**src/rtl/jellyvl_etherneco_frame_tx_if.sv**
```systemverilog
// ---------------------------------------------------------------------------
// jellyvl_etherneco_frame_tx_if
//   First/last delimited payload byte stream feeding the Ethernet TX framer.
//   Signals:
//     first  - first payload byte of a frame
//     last   - last payload byte of a frame
//     data   - payload byte
//     valid  - byte valid
//     ready  - byte accepted when valid && ready
//   Modports:
//     master - stream source (the EtherNeco packet TX)
//     slave  - stream sink (the framer)
// ---------------------------------------------------------------------------
interface jellyvl_etherneco_frame_tx_if;
   logic       first;
   logic       last;
   logic [7:0] data;
   logic       valid;
   logic       ready;

   modport master (output first, last, data, valid, input ready);
   modport slave  (input first, last, data, valid, output ready);
endinterface

```
**src/rtl/jellyvl_etherneco_frame_tx.sv**
```systemverilog
// ---------------------------------------------------------------------------
// jellyvl_etherneco_frame_tx
//   Ethernet MAC-level TX framer. Wraps each first/last delimited byte stream
//   into a wire frame: preamble, SFD, payload, optional zero pad, CRC32 FCS
//   and inter-frame gap, driving a GMII-style 8-bit transmit interface.
//   Ports:
//     clk        - byte clock
//     reset      - synchronous, active-high
//     s          - payload stream (slave modport)
//     m_tx_data  - GMII TXD (registered)
//     m_tx_en    - GMII TX_EN (registered)
//     m_tx_er    - GMII TX_ER (registered)
//     busy       - high in every state except IDLE
//     underrun   - one-cycle pulse when the payload stream starved mid-frame
//     drop       - one-cycle pulse when a stray byte is discarded in IDLE
// ---------------------------------------------------------------------------
module jellyvl_etherneco_frame_tx #(
   parameter int unsigned PREAMBLE_LEN = 7,
   parameter int unsigned MIN_PAYLOAD  = 46,
   parameter int unsigned IFG_LEN      = 12
) (
   input  logic                         clk,
   input  logic                         reset,
   jellyvl_etherneco_frame_tx_if.slave  s,
   output logic [7:0]                   m_tx_data,
   output logic                         m_tx_en,
   output logic                         m_tx_er,
   output logic                         busy,
   output logic                         underrun,
   output logic                         drop
);

   typedef enum logic [2:0] {
      StIdle,
      StPre,
      StSfd,
      StPayload,
      StPad,
      StFcs,
      StIfg,
      StDrain
   } state_t;

   localparam logic [15:0] PreLast = 16'(PREAMBLE_LEN - 1);
   localparam logic [15:0] IfgLast = 16'(IFG_LEN - 1);
   localparam logic [15:0] MinPay  = 16'(MIN_PAYLOAD);

   state_t      state_q;
   logic [31:0] crc_q;
   logic [15:0] byteCnt_q;
   logic [15:0] phaseCnt_q;
   logic [7:0]  txData_q;
   logic        txEn_q;
   logic        txEr_q;
   logic        underrun_q;
   logic        drop_q;

   logic [15:0] byteCntInc;
   logic [31:0] fcsWord;
   logic [7:0]  fcsByte;

   // Reflected CRC32 (poly 0xEDB88320), one byte folded in LSB first.
   function automatic logic [31:0] crcByte(input logic [31:0] crc, input logic [7:0] b);
      logic [31:0] c;
      c = crc ^ {24'h000000, b};
      for (int i = 0; i < 8; i++) begin
         c = c[0] ? ((c >> 1) ^ 32'hEDB88320) : (c >> 1);
      end
      return c;
   endfunction

   // Payload byte counter saturates so very long frames never wrap back
   // below the pad threshold. The FCS goes out LSB byte first, selected by
   // the low bits of the phase counter while in the FCS state.
   always_comb begin
      byteCntInc = (byteCnt_q == 16'hFFFF) ? byteCnt_q : byteCnt_q + 16'd1;
      fcsWord    = ~crc_q;
      fcsByte    = fcsWord[{phaseCnt_q[1:0], 3'b000} +: 8];
   end

   // Ready is only offered where a byte is actually taken: stray non-first
   // bytes in IDLE (to discard them), every PAYLOAD cycle, and DRAIN. The
   // opening byte of a frame is held in IDLE until the preamble is out.
   always_comb begin
      s.ready = 1'b0;
      case (state_q)
         StIdle:             s.ready = s.valid && !s.first;
         StPayload, StDrain: s.ready = 1'b1;
         default:            s.ready = 1'b0;
      endcase
   end

   // Framer state machine. Every wire output is registered here, so what the
   // current state decides at a clock edge appears on the wire for the
   // following cycle; outputs default to idle each cycle.
   always_ff @(posedge clk) begin
      if (reset) begin
         state_q    <= StIdle;
         crc_q      <= 32'hFFFFFFFF;
         byteCnt_q  <= 16'd0;
         phaseCnt_q <= 16'd0;
         txData_q   <= 8'h00;
         txEn_q     <= 1'b0;
         txEr_q     <= 1'b0;
         underrun_q <= 1'b0;
         drop_q     <= 1'b0;
      end else begin
         txData_q   <= 8'h00;
         txEn_q     <= 1'b0;
         txEr_q     <= 1'b0;
         underrun_q <= 1'b0;
         drop_q     <= 1'b0;
         case (state_q)
            StIdle: begin
               if (s.valid && s.first) begin
                  txEn_q     <= 1'b1;
                  txData_q   <= 8'h55;
                  phaseCnt_q <= 16'd1;
                  state_q    <= (PREAMBLE_LEN <= 1) ? StSfd : StPre;
               end else if (s.valid) begin
                  drop_q <= 1'b1;
               end
            end
            StPre: begin
               txEn_q     <= 1'b1;
               txData_q   <= 8'h55;
               phaseCnt_q <= phaseCnt_q + 16'd1;
               if (phaseCnt_q >= PreLast) begin
                  state_q <= StSfd;
               end
            end
            StSfd: begin
               txEn_q    <= 1'b1;
               txData_q  <= 8'hD5;
               crc_q     <= 32'hFFFFFFFF;
               byteCnt_q <= 16'd0;
               state_q   <= StPayload;
            end
            StPayload: begin
               if (s.valid) begin
                  txEn_q    <= 1'b1;
                  txData_q  <= s.data;
                  crc_q     <= crcByte(crc_q, s.data);
                  byteCnt_q <= byteCntInc;
                  if (s.last) begin
                     phaseCnt_q <= 16'd0;
                     state_q    <= (byteCntInc < MinPay) ? StPad : StFcs;
                  end
               end else begin
                  txEn_q     <= 1'b1;
                  txEr_q     <= 1'b1;
                  underrun_q <= 1'b1;
                  state_q    <= StDrain;
               end
            end
            StPad: begin
               txEn_q    <= 1'b1;
               crc_q     <= crcByte(crc_q, 8'h00);
               byteCnt_q <= byteCntInc;
               if (byteCntInc >= MinPay) begin
                  phaseCnt_q <= 16'd0;
                  state_q    <= StFcs;
               end
            end
            StFcs: begin
               txEn_q     <= 1'b1;
               txData_q   <= fcsByte;
               phaseCnt_q <= phaseCnt_q + 16'd1;
               if (phaseCnt_q[1:0] == 2'd3) begin
                  phaseCnt_q <= 16'd0;
                  state_q    <= StIfg;
               end
            end
            StIfg: begin
               if (phaseCnt_q >= IfgLast) begin
                  state_q <= StIdle;
               end else begin
                  phaseCnt_q <= phaseCnt_q + 16'd1;
               end
            end
            StDrain: begin
               if (s.valid && s.last) begin
                  phaseCnt_q <= 16'd0;
                  state_q    <= StIfg;
               end
            end
            default: state_q <= StIdle;
         endcase
      end
   end

   assign m_tx_data = txData_q;
   assign m_tx_en   = txEn_q;
   assign m_tx_er   = txEr_q;
   assign underrun  = underrun_q;
   assign drop      = drop_q;
   assign busy      = (state_q != StIdle);

endmodule
```
**src/flat_wrapper.sv**
```systemverilog
// flat-port wrapper written by rule: the top's interface ports become plain ports
module jellyvl_etherneco_frame_tx_flat 
#(
   parameter int unsigned PREAMBLE_LEN = 7,
   parameter int unsigned MIN_PAYLOAD  = 46,
   parameter int unsigned IFG_LEN      = 12
)
  (clk, reset, m_tx_data, m_tx_en, m_tx_er, busy, underrun, drop, s_first, s_last, s_data, s_valid, s_ready);
  jellyvl_etherneco_frame_tx_if s_i ();
  input  logic clk;
  input  logic reset;
  output logic [7:0] m_tx_data;
  output logic m_tx_en;
  output logic m_tx_er;
  output logic busy;
  output logic underrun;
  output logic drop;
  input wire logic [$bits(s_i.first)-1:0] s_first;
  input wire logic [$bits(s_i.last)-1:0] s_last;
  input wire logic [$bits(s_i.data)-1:0] s_data;
  input wire logic [$bits(s_i.valid)-1:0] s_valid;
  output wire logic [$bits(s_i.ready)-1:0] s_ready;
  assign s_i.first = s_first;
  assign s_i.last = s_last;
  assign s_i.data = s_data;
  assign s_i.valid = s_valid;
  assign s_ready = s_i.ready;
  jellyvl_etherneco_frame_tx #(.PREAMBLE_LEN(PREAMBLE_LEN), .MIN_PAYLOAD(MIN_PAYLOAD), .IFG_LEN(IFG_LEN)) u_core (.clk(clk), .reset(reset), .s(s_i), .m_tx_data(m_tx_data), .m_tx_en(m_tx_en), .m_tx_er(m_tx_er), .busy(busy), .underrun(underrun), .drop(drop));
endmodule
```
**config.mk**
```make
export PLATFORM = sky130hd
export DESIGN_NAME = jellyvl_etherneco_frame_tx_flat
export DESIGN_NICKNAME = d
export VERILOG_FILES = /design/src/rtl/jellyvl_etherneco_frame_tx_if.sv /design/src/rtl/jellyvl_etherneco_frame_tx.sv /design/src/flat_wrapper.sv
export SDC_FILE = /design/constraint.sdc
export NUM_CORES = 1
export LEC_CHECK = 0
export CORE_MARGIN = 4
export CORE_UTILIZATION = 45
export CTS_BUF_LIST = sky130_fd_sc_hd__clkbuf_4 sky130_fd_sc_hd__clkbuf_8
export CTS_CLUSTER_SIZE = 10
export DETAILED_ROUTE_END_ITERATION = 6
export SYNTH_ARGS = -nofsm -noshare
export SYNTH_HDL_FRONTEND = slang
export SYNTH_SLANG_ARGS = --single-unit
```
**constraint.sdc**
```tcl
create_clock -name clk -period 6.7 [get_ports clk]
set_clock_uncertainty 0.2 [all_clocks]
set_input_delay 0.67 -clock clk [delete_from_list [all_inputs] [get_ports clk]]
set_output_delay 0.67 -clock clk [all_outputs]
set_load 0.05 [all_outputs]
```
Word level (Yosys, flattened, before mapping). Cells that the tools add are included.

Flip-flop bits (word level): 78. Logic and storage cells: 116. Input bits: 13.

Shifts and indexed selects: 1. Equal/unequal tests: 19. Add/sub/neg operators: 2. Reduce and logical (&&, ||, !) cells: 15. Order comparisons: 4. Muxes and demuxes: 47. Bitwise gates (word level): 20.

Operator list (count): $mux 32 (17); $not 13->14 (16); $mux 16 (9); $pmux 16 s7 (1); $pmux 32 s3 (1); $pmux 16 s3 (1); $pmux 8 s5 (1); $add 16x1->16 const B (2); $not 32->32 (1); $shiftx 32x6->8 (1); $xor 32x8->32 (1); $mux 3 (8); $pmux 3 s8 (1); $eq 16x16->1 const B (1); $ge 16x3->1 const B (1); $ge 16x4->1 const B (1); $ge 16x6->1 const B (1); $lt 16x6->1 const B (1); $reduce_and 7->1 (2); $eq 3x3->1 const B (4); $ne 2x1->1 const B (6); $mux 8 (1); $mux 7 (1); $reduce_bool 7->1 (1); 16 further kinds (28).

Logic depth before layout (Yosys ltp). Gate-level depths: netlist (run 1).

Depth after elaboration: 19. Gate-level depth with buffers: 11.

Worst setup path before layout (run 1). Ideal clock, no wire load.

Path kind: register -> register. Start: reg u_core.byteCnt_q[0]. End: reg u_core.phaseCnt_q[0]. Path slack: 3.785 ns. Clock period less this slack: 2.915 ns. Path buffers: 2. Cell stages (with the launch flop): 12. Arrival: 2.636 ns. Cells stage by stage: dfxtp_1 -> ha_1 -> nand3_1 -> or4_1 -> buf_2 -> a211o_1 -> o31ai_2 -> o2111ai_2 -> o31ai_4 -> buf_6 -> nor2_2 -> a211oi_2.

Longest elaborated chain between the ends: 5.

RTL lines: start, declared (RTL line jellyvl_etherneco_frame_tx.sv:50) `logic [15:0] byteCnt_q;`; start signal, assigned (RTL line jellyvl_etherneco_frame_tx.sv:144) `byteCnt_q <= byteCntInc;`; start signal, assigned (RTL line jellyvl_etherneco_frame_tx.sv:159) `byteCnt_q <= byteCntInc;`; $add 16x1->16 / $eq 16x16->1 (equally long branches) (RTL line jellyvl_etherneco_frame_tx.sv:76) `byteCntInc = (byteCnt_q == 16'hFFFF) ? byteCnt_q : byteCnt_q + 16'd1;`; $mux 16 * (RTL line jellyvl_etherneco_frame_tx.sv:76); $ge 16x6->1 * (RTL line jellyvl_etherneco_frame_tx.sv:160) `if (byteCntInc >= MinPay) begin`; $ne 2x1->1 (no source line) *; $reduce_and 7->1 (no source line) *; end signal, assigned (RTL line jellyvl_etherneco_frame_tx.sv:127) `phaseCnt_q <= phaseCnt_q + 16'd1;`; end signal, assigned (RTL line jellyvl_etherneco_frame_tx.sv:168) `phaseCnt_q <= phaseCnt_q + 16'd1;`; end signal, assigned (RTL line jellyvl_etherneco_frame_tx.sv:178) `phaseCnt_q <= phaseCnt_q + 16'd1;`; end, declared (RTL line jellyvl_etherneco_frame_tx.sv:51) `logic [15:0] phaseCnt_q;`.

Every way passes the cells marked *; elsewhere a longest branch is shown, timed or not. A chain may end at the register's enable or synchronous reset.

Worst setup path after layout (run 1).
Start: reg u_core.byteCnt_q[0]. End: reg u_core.phaseCnt_q[15].

Same word-level chain as after synthesis.

==> results of run 1 <==
==> power breakdown <==
part | internal [uW] | total, uW | switching (uW)
sequential | 500 | 574 | 74.2
clock | 154 | 327 | 174
combinational | 268 | 669 | 401
total | 921 | 1570 | 649
==> sequential cells by signal, indices dropped and copies added, names as in the netlist, named ones only <==
signal and count:
u_core.m_tx_data 8, u_core.byteCnt_q 16, u_core.state_q 2, u_core.drop 1, u_core.m_tx_er 1, u_core.phaseCnt_q 16, u_core.crc_q 32, u_core.m_tx_en 1
==> cells by family (layout without fill, tap and decap cells) <==
family / after synthesis / in the layout / synth area share [%]
buffers and inverters: 63 / 54 / 4.66
multiplexers: 10 / 10 / 3.63
AO/OA/AOI/OAI: 189 / 189 / 22.1
adder cells (fa/ha/maj): 4 / 4 / 0.896
AND/OR/NAND/NOR: 237 / 237 / 20.9
flip-flops: 78 / 78 / 28.0
XOR/XNOR: 125 / 125 / 19.9
==> path summary, 6_finish.rpt <==
check / depth (start not counted) / start / endpoint / slack, ps
worst max register to register: 9 / u_core.byteCnt_q[0] / u_core.phaseCnt_q[15] / 3130
worst min-delay path: 2 / u_core.crc_q[31] / u_core.crc_q[31] / 320
worst max-delay path: 9 / u_core.byteCnt_q[0] / u_core.phaseCnt_q[15] / 3130
worst min register to register: 2 / u_core.crc_q[31] / u_core.crc_q[31] / 320
==> worst max-delay path: stages, from the launching register on <==
cell and delay (ps):
dfxtp_1 390, ha_1 300, nand3_1 180, or4_1 700, a211o_1 370, o31ai_2 70
o2111ai_2 240, o31ai_4 640, and2_1 300, a211o_1 140
==> per-stage QoR <==
stage	utilization [%]	setup WS [ps]
floorplan	-	3780
global placement	48.8	3060
detailed placement	48.8	3070
CTS	50.2	3150
global route	50.2	2900
finish	50.2	3130
==> per-layer routing <==
metal / up-vias / routed length, um
met5: - / 0
met4: 0 / 328
met3: 27 / 1200
met2: 196 / 6930
met1: 2572 / 7710
li1: 2505 / -
==> area by class of cell <==
type	instances	area [um^2]
fillers	1197	6010
multi-input cells	565	3770
flip-flops and latches	78	1560
repair buffers	34	320
well taps	168	210
clock buffers	13	160
inverters	6	22.5
clock inverters	1	7.51
==> Yosys cell counts, types with 5 or more instances <==
library cell / number / share of area [%]
nand4_1: 5 / 0.56
o211ai_1: 9 / 1.2
o221ai_1: 7 / 1.1
mux4_2: 8 / 3.2
xnor2_1: 84 / 13
a311oi_1: 6 / 0.94
o31ai_1: 5 / 0.67
and3_1: 12 / 1.3
inv_1: 6 / 0.40
a211o_1: 5 / 0.78
dfxtp_1: 78 / 28
buf_2: 5 / 0.45
nand3_1: 20 / 1.8
nand2_1: 57 / 3.8
clkbuf_1: 45 / 3.0
nor3_1: 25 / 2.2
o21ai_0: 43 / 3.9
a21oi_1: 53 / 4.7
xor2_1: 39 / 6.1
and2_1: 5 / 0.56
nor4_1: 7 / 0.78
or2_2: 11 / 1.2
a221oi_1: 11 / 1.7
a31oi_1: 12 / 1.3
o22ai_1: 5 / 0.56
or3_1: 6 / 0.67
nor2_1: 62 / 4.2
nand2b_1: 7 / 0.78
==> metrics.txt, run 1 <==
startpoint types=register; met2 Use GR=33.3%; number of primary I/O pins=27; met1 Track Usage GR=33.7%; EDFF count, synth=0; share of cells above drive strength 1=8.32%; Final #Nets=slightly above 700; DIE AREA=between 10000 and 15000 um^2; pwr/cell area=259 nW/um^2; Slew HR=41.0%; placed cells=851; floorplan core area=between 10000 and 15000 um^2; Root Driver=clkbuf_8; Worst EP required=6820 ps; Pleak=0.00203 uW; wire length per cell=18.7 um; clock slew at reported path FFs=80 ps; CP Capture Type=register; top_reg_cell synth=dfxtp_1; Layout Area Growth over Synthesis=8.38%; sequential share of the synthesized area=28.0%; DR vias/cell=between 6 and 7; buffers added on ports=26; busiest metal layer after global routing=met1; drt initial violations=566; post-DP HPWL=around 11 mm; die width=between 100 and 150 um; Setup CP Type=register to register; share of flip-flops with an asynchronous set or reset=0%; VDD IR-drop max=0.0000893 V; Final Cycle Share=53.3%; placed standard-cell area=~5900 um^2; CTS buffer count=9; largest net degree at the start of global routing=35; Max Fanout on Critical Path=16; Synthesized Nets=723; most frequent cells in the layout=xnor2_1 (84), dfxtp_1 (78), nor2_1 (61), nand2_1 (57), a21oi_1 (53); Distinct cells, synth=between 60 and 70; min cycle time layout=between 3000 and 4000 ps; worst hold-check path type=register to register; Fmax achieved=280 MHz; H-tree depth=3; Final Slew Violations=0; Hold Slack=321 ps; # Max-Cap Violations=0; hold buffers post-CTS=0; Setup TNS=0 ps; Total GRT Usage=23.1%; vias in the first global route=4880; Pre-antenna DRT Iters=5; GP Congestion=between 0.9 and 1; Worst-Margin Slew=885 ps; initial antenna violation count=0; final std cells w/o fill=865; Syn Area/Cell=7.91 um^2; Setup Fix Bufs, Post-CTS=0; clk sinks=just under 80; final wirelength=16.2 mm; Antenna diodes=0; warnings from Yosys=0; status=completed; post-cts repair resize count=0; die height=approximately 120 um; first-pass GRT wire length=approximately 27 mm; cell count after synthesis=706; Worst-Skew Late Latency=360 ps; via count=5300; synthesized cell area=5590 um^2; # rows=40; CTS tree=yes; Initial Utilization=a little under half; Overall Power=around 1600 uW; critical path arrival=~3700 ps; DR DRC count=0; most common cell after layout, fill and taps aside=xnor2_1; clk buf depth=2; Final Cell Area=about 6100 um^2; met3 usage=4.89%; Overflow after GRT=0; RSZ-0062 raised after global routing=no; number of routed nets with antenna violations=0; #FFs+latches synth=78; Final Hold Viols=0; final setup vio count=0
Power figures use the tool's default switching activity.
==> run 2, diff against run 1 <==
clock period = 3.75 ns   (was 6.7 ns; I/O delays follow)
==> run 2 against run 1 <==
The flow now finishes with violations (design-rule violations). Total power up 94%. Utilization up 1.7 points. Register-to-register slack worse by 2800 ps. Critical endpoint unchanged.
==> metrics.txt, run 2 (synthesis gave the netlist of run 1 again) <==
largest net degree at the start of global routing=36; number of routed nets with antenna violations=0; Largest stage delay, worst path=roughly 700 ps; H-tree depth=3; most frequent cells in the layout=xnor2_1 (84), dfxtp_1 (78), nor2_1 (61), nand2_1 (57), a21oi_1 (53); failing checks=design-rule violations; Final Hold Viols=0; status=finished, violations left; buffers added on ports=26; DR DRC count=2; reg-to-reg startpoint=u_core.byteCnt_q[0]; Overflow after GRT=0; max reg flops=32; worst reg-to-reg path cell count=10; # rows=40; R2R Setup Slk=340 ps; # Max-Cap Violations=0; Pre-antenna DRT Iters=7; final wirelength=16.4 mm; Final Slew Violations=0; Antenna diodes=0; clk buf depth=2; biggest registers after layout=u_core.crc_q x32, u_core.byteCnt_q x16, u_core.phaseCnt_q x16; Worst EP required=3840 ps; Initial Utilization=a little under half; Final #Nets=730; number of primary I/O pins=27; post-cts repair resize count=0; Worst-Skew Late Latency=just under 400 ps; VDD IR-drop max=0.000277 V; R2R Path End=u_core.phaseCnt_q[15]; crit-path cells=ha_1 -> nand3_1 -> or4_1 -> nand4_1 -> mux2_2 -> o2111ai_2 -> o31ai_4 -> buf_4 -> and2_1 -> a211o_1; post-layout util=51.9%; crit-path leading delay family=simple AND/OR/NAND/NOR gates; most common cell after layout, fill and taps aside=xnor2_1; Hold Slack=a little over 300 ps; hold buffers post-CTS=0; Slew HR=40.0%; Fmax achieved=293 MHz; CTS buffer count=9; DR vias/cell=between 6 and 7; Worst Hold End=u_core.crc_q[8]; CP Capture Type=register; Total GRT Usage=a little under a quarter; Root Driver=clkbuf_8; Worst-Margin Slew=around 900 ps; final setup vio count=0; RSZ-0062 raised after global routing=no; drt initial violations=roughly 730; Pleak=0.00215 uW; floorplan core area=12100 um^2; initial antenna violation count=0; GP Congestion=0.912; Max Fanout on Critical Path=16; Layout Area Growth over Synthesis=12.0%; min cycle time layout=3410 ps; startpoint types=register; Setup TNS=0 ps; slowest CP cell=or4_1; most flop-heavy register=u_core.crc_q; Setup Fix Bufs, Post-CTS=0; Critical path buffers and inverters=1; first-pass GRT wire length=26.8 mm; clock slew at reported path FFs=roughly 90 ps; via count=5400; die width=119 um; startpoint of the worst hold path=u_core.crc_q[8]; Setup CP Type=register to register; Crit path depth=10; Hold Path Cell Cnt=2; critical path arrival=3500 ps; wire length per cell=18.5 um; die height=119 um; worst hold-check path type=register to register; vias in the first global route=approximately 5k; clk sinks=78; Final Cycle Share=91.0%; DIE AREA=14300 um^2; share of cells above drive strength 1=11.0%; post-DP HPWL=11.3 mm; pwr/cell area=~500 nW/um^2; CTS tree=yes
[run 2: cell count changes in the layout (fill, tap and decap cells not counted)]
cell | previous run | this run
inv_6 | 0 | 1
bufinv_16 | 0 | 2
buf_4 | 8 | 27
clkinv_2 | 0 | 1
clkbuf_4 | 3 | 1
[run 2: worst max path at each step]
stage,from,end
6_report,u_core.byteCnt_q[0],u_core.phaseCnt_q[15]
5_1_grt,u_core.byteCnt_q[0],u_core.phaseCnt_q[15]
4_1_cts,u_core.byteCnt_q[0],u_core.phaseCnt_q[15]
3_5_place_dp,u_core.byteCnt_q[0],u_core.phaseCnt_q[15]
3_3_place_gp,u_core.byteCnt_q[0],u_core.phaseCnt_q[7]
2_1_floorplan,u_core.byteCnt_q[0],u_core.phaseCnt_q[0]
[run 2: routing by layer]
layer	global-route usage [%]	share of wire, %	vias up
li1	-	-	2543
met4	8.02	1.7	0
met1	33.8	47	2591
met2	34.3	43	236
met3	5.08	7.5	30
met5	0	0	-
[run 2: cell type report]
cell class              instances  area, um^2
clock buffers                  11         145
clock inverters                 5        81.3
fillers                      1170        5810
inverters                       6        22.5
multi-input cells             565        3770
flip-flops and latches         78        1560
well taps                     168         210
repair buffers                 53         463
[run 2: metrics by stage]
| step | instances | power (uW) | setup WS (ps) | area [um^2] |
|---|---|---|---|---|
| 4_1_cts | 886 | 3050 | 370 | 6250 |
| 3_5_place_dp | 870 | 2300 | 378 | 6030 |
| 6_report | 886 | 3050 | 336 | 6250 |
| 3_3_place_gp | 870 | 2280 | 472 | 6030 |
| 5_1_grt | 886 | 3210 | 136 | 6250 |
| 2_1_floorplan | 706 | 1930 | 835 | 5590 |
[run 2: power breakdown]
| group | switching [uW] | internal, uW | total (uW) | leakage [uW] |
|---|---|---|---|---|
| sequential | 95.9 | 893 | 989 | 0.000632 |
| clock | 345 | 402 | 747 | 0.000113 |
| combinational | 773 | 541 | 1310 | 0.00140 |
| total | 1210 | 1840 | 3050 | 0.00215 |
[run 2: worst reg2reg max path, stage by stage, from the launching register on]
cell and delay, ps:
dfxtp_1 400, ha_1 290, nand3_1 200, or4_1 700
nand4_1 230, mux2_2 360, o2111ai_2 130, o31ai_4 70
buf_4 230, and2_1 220, a211o_1 300
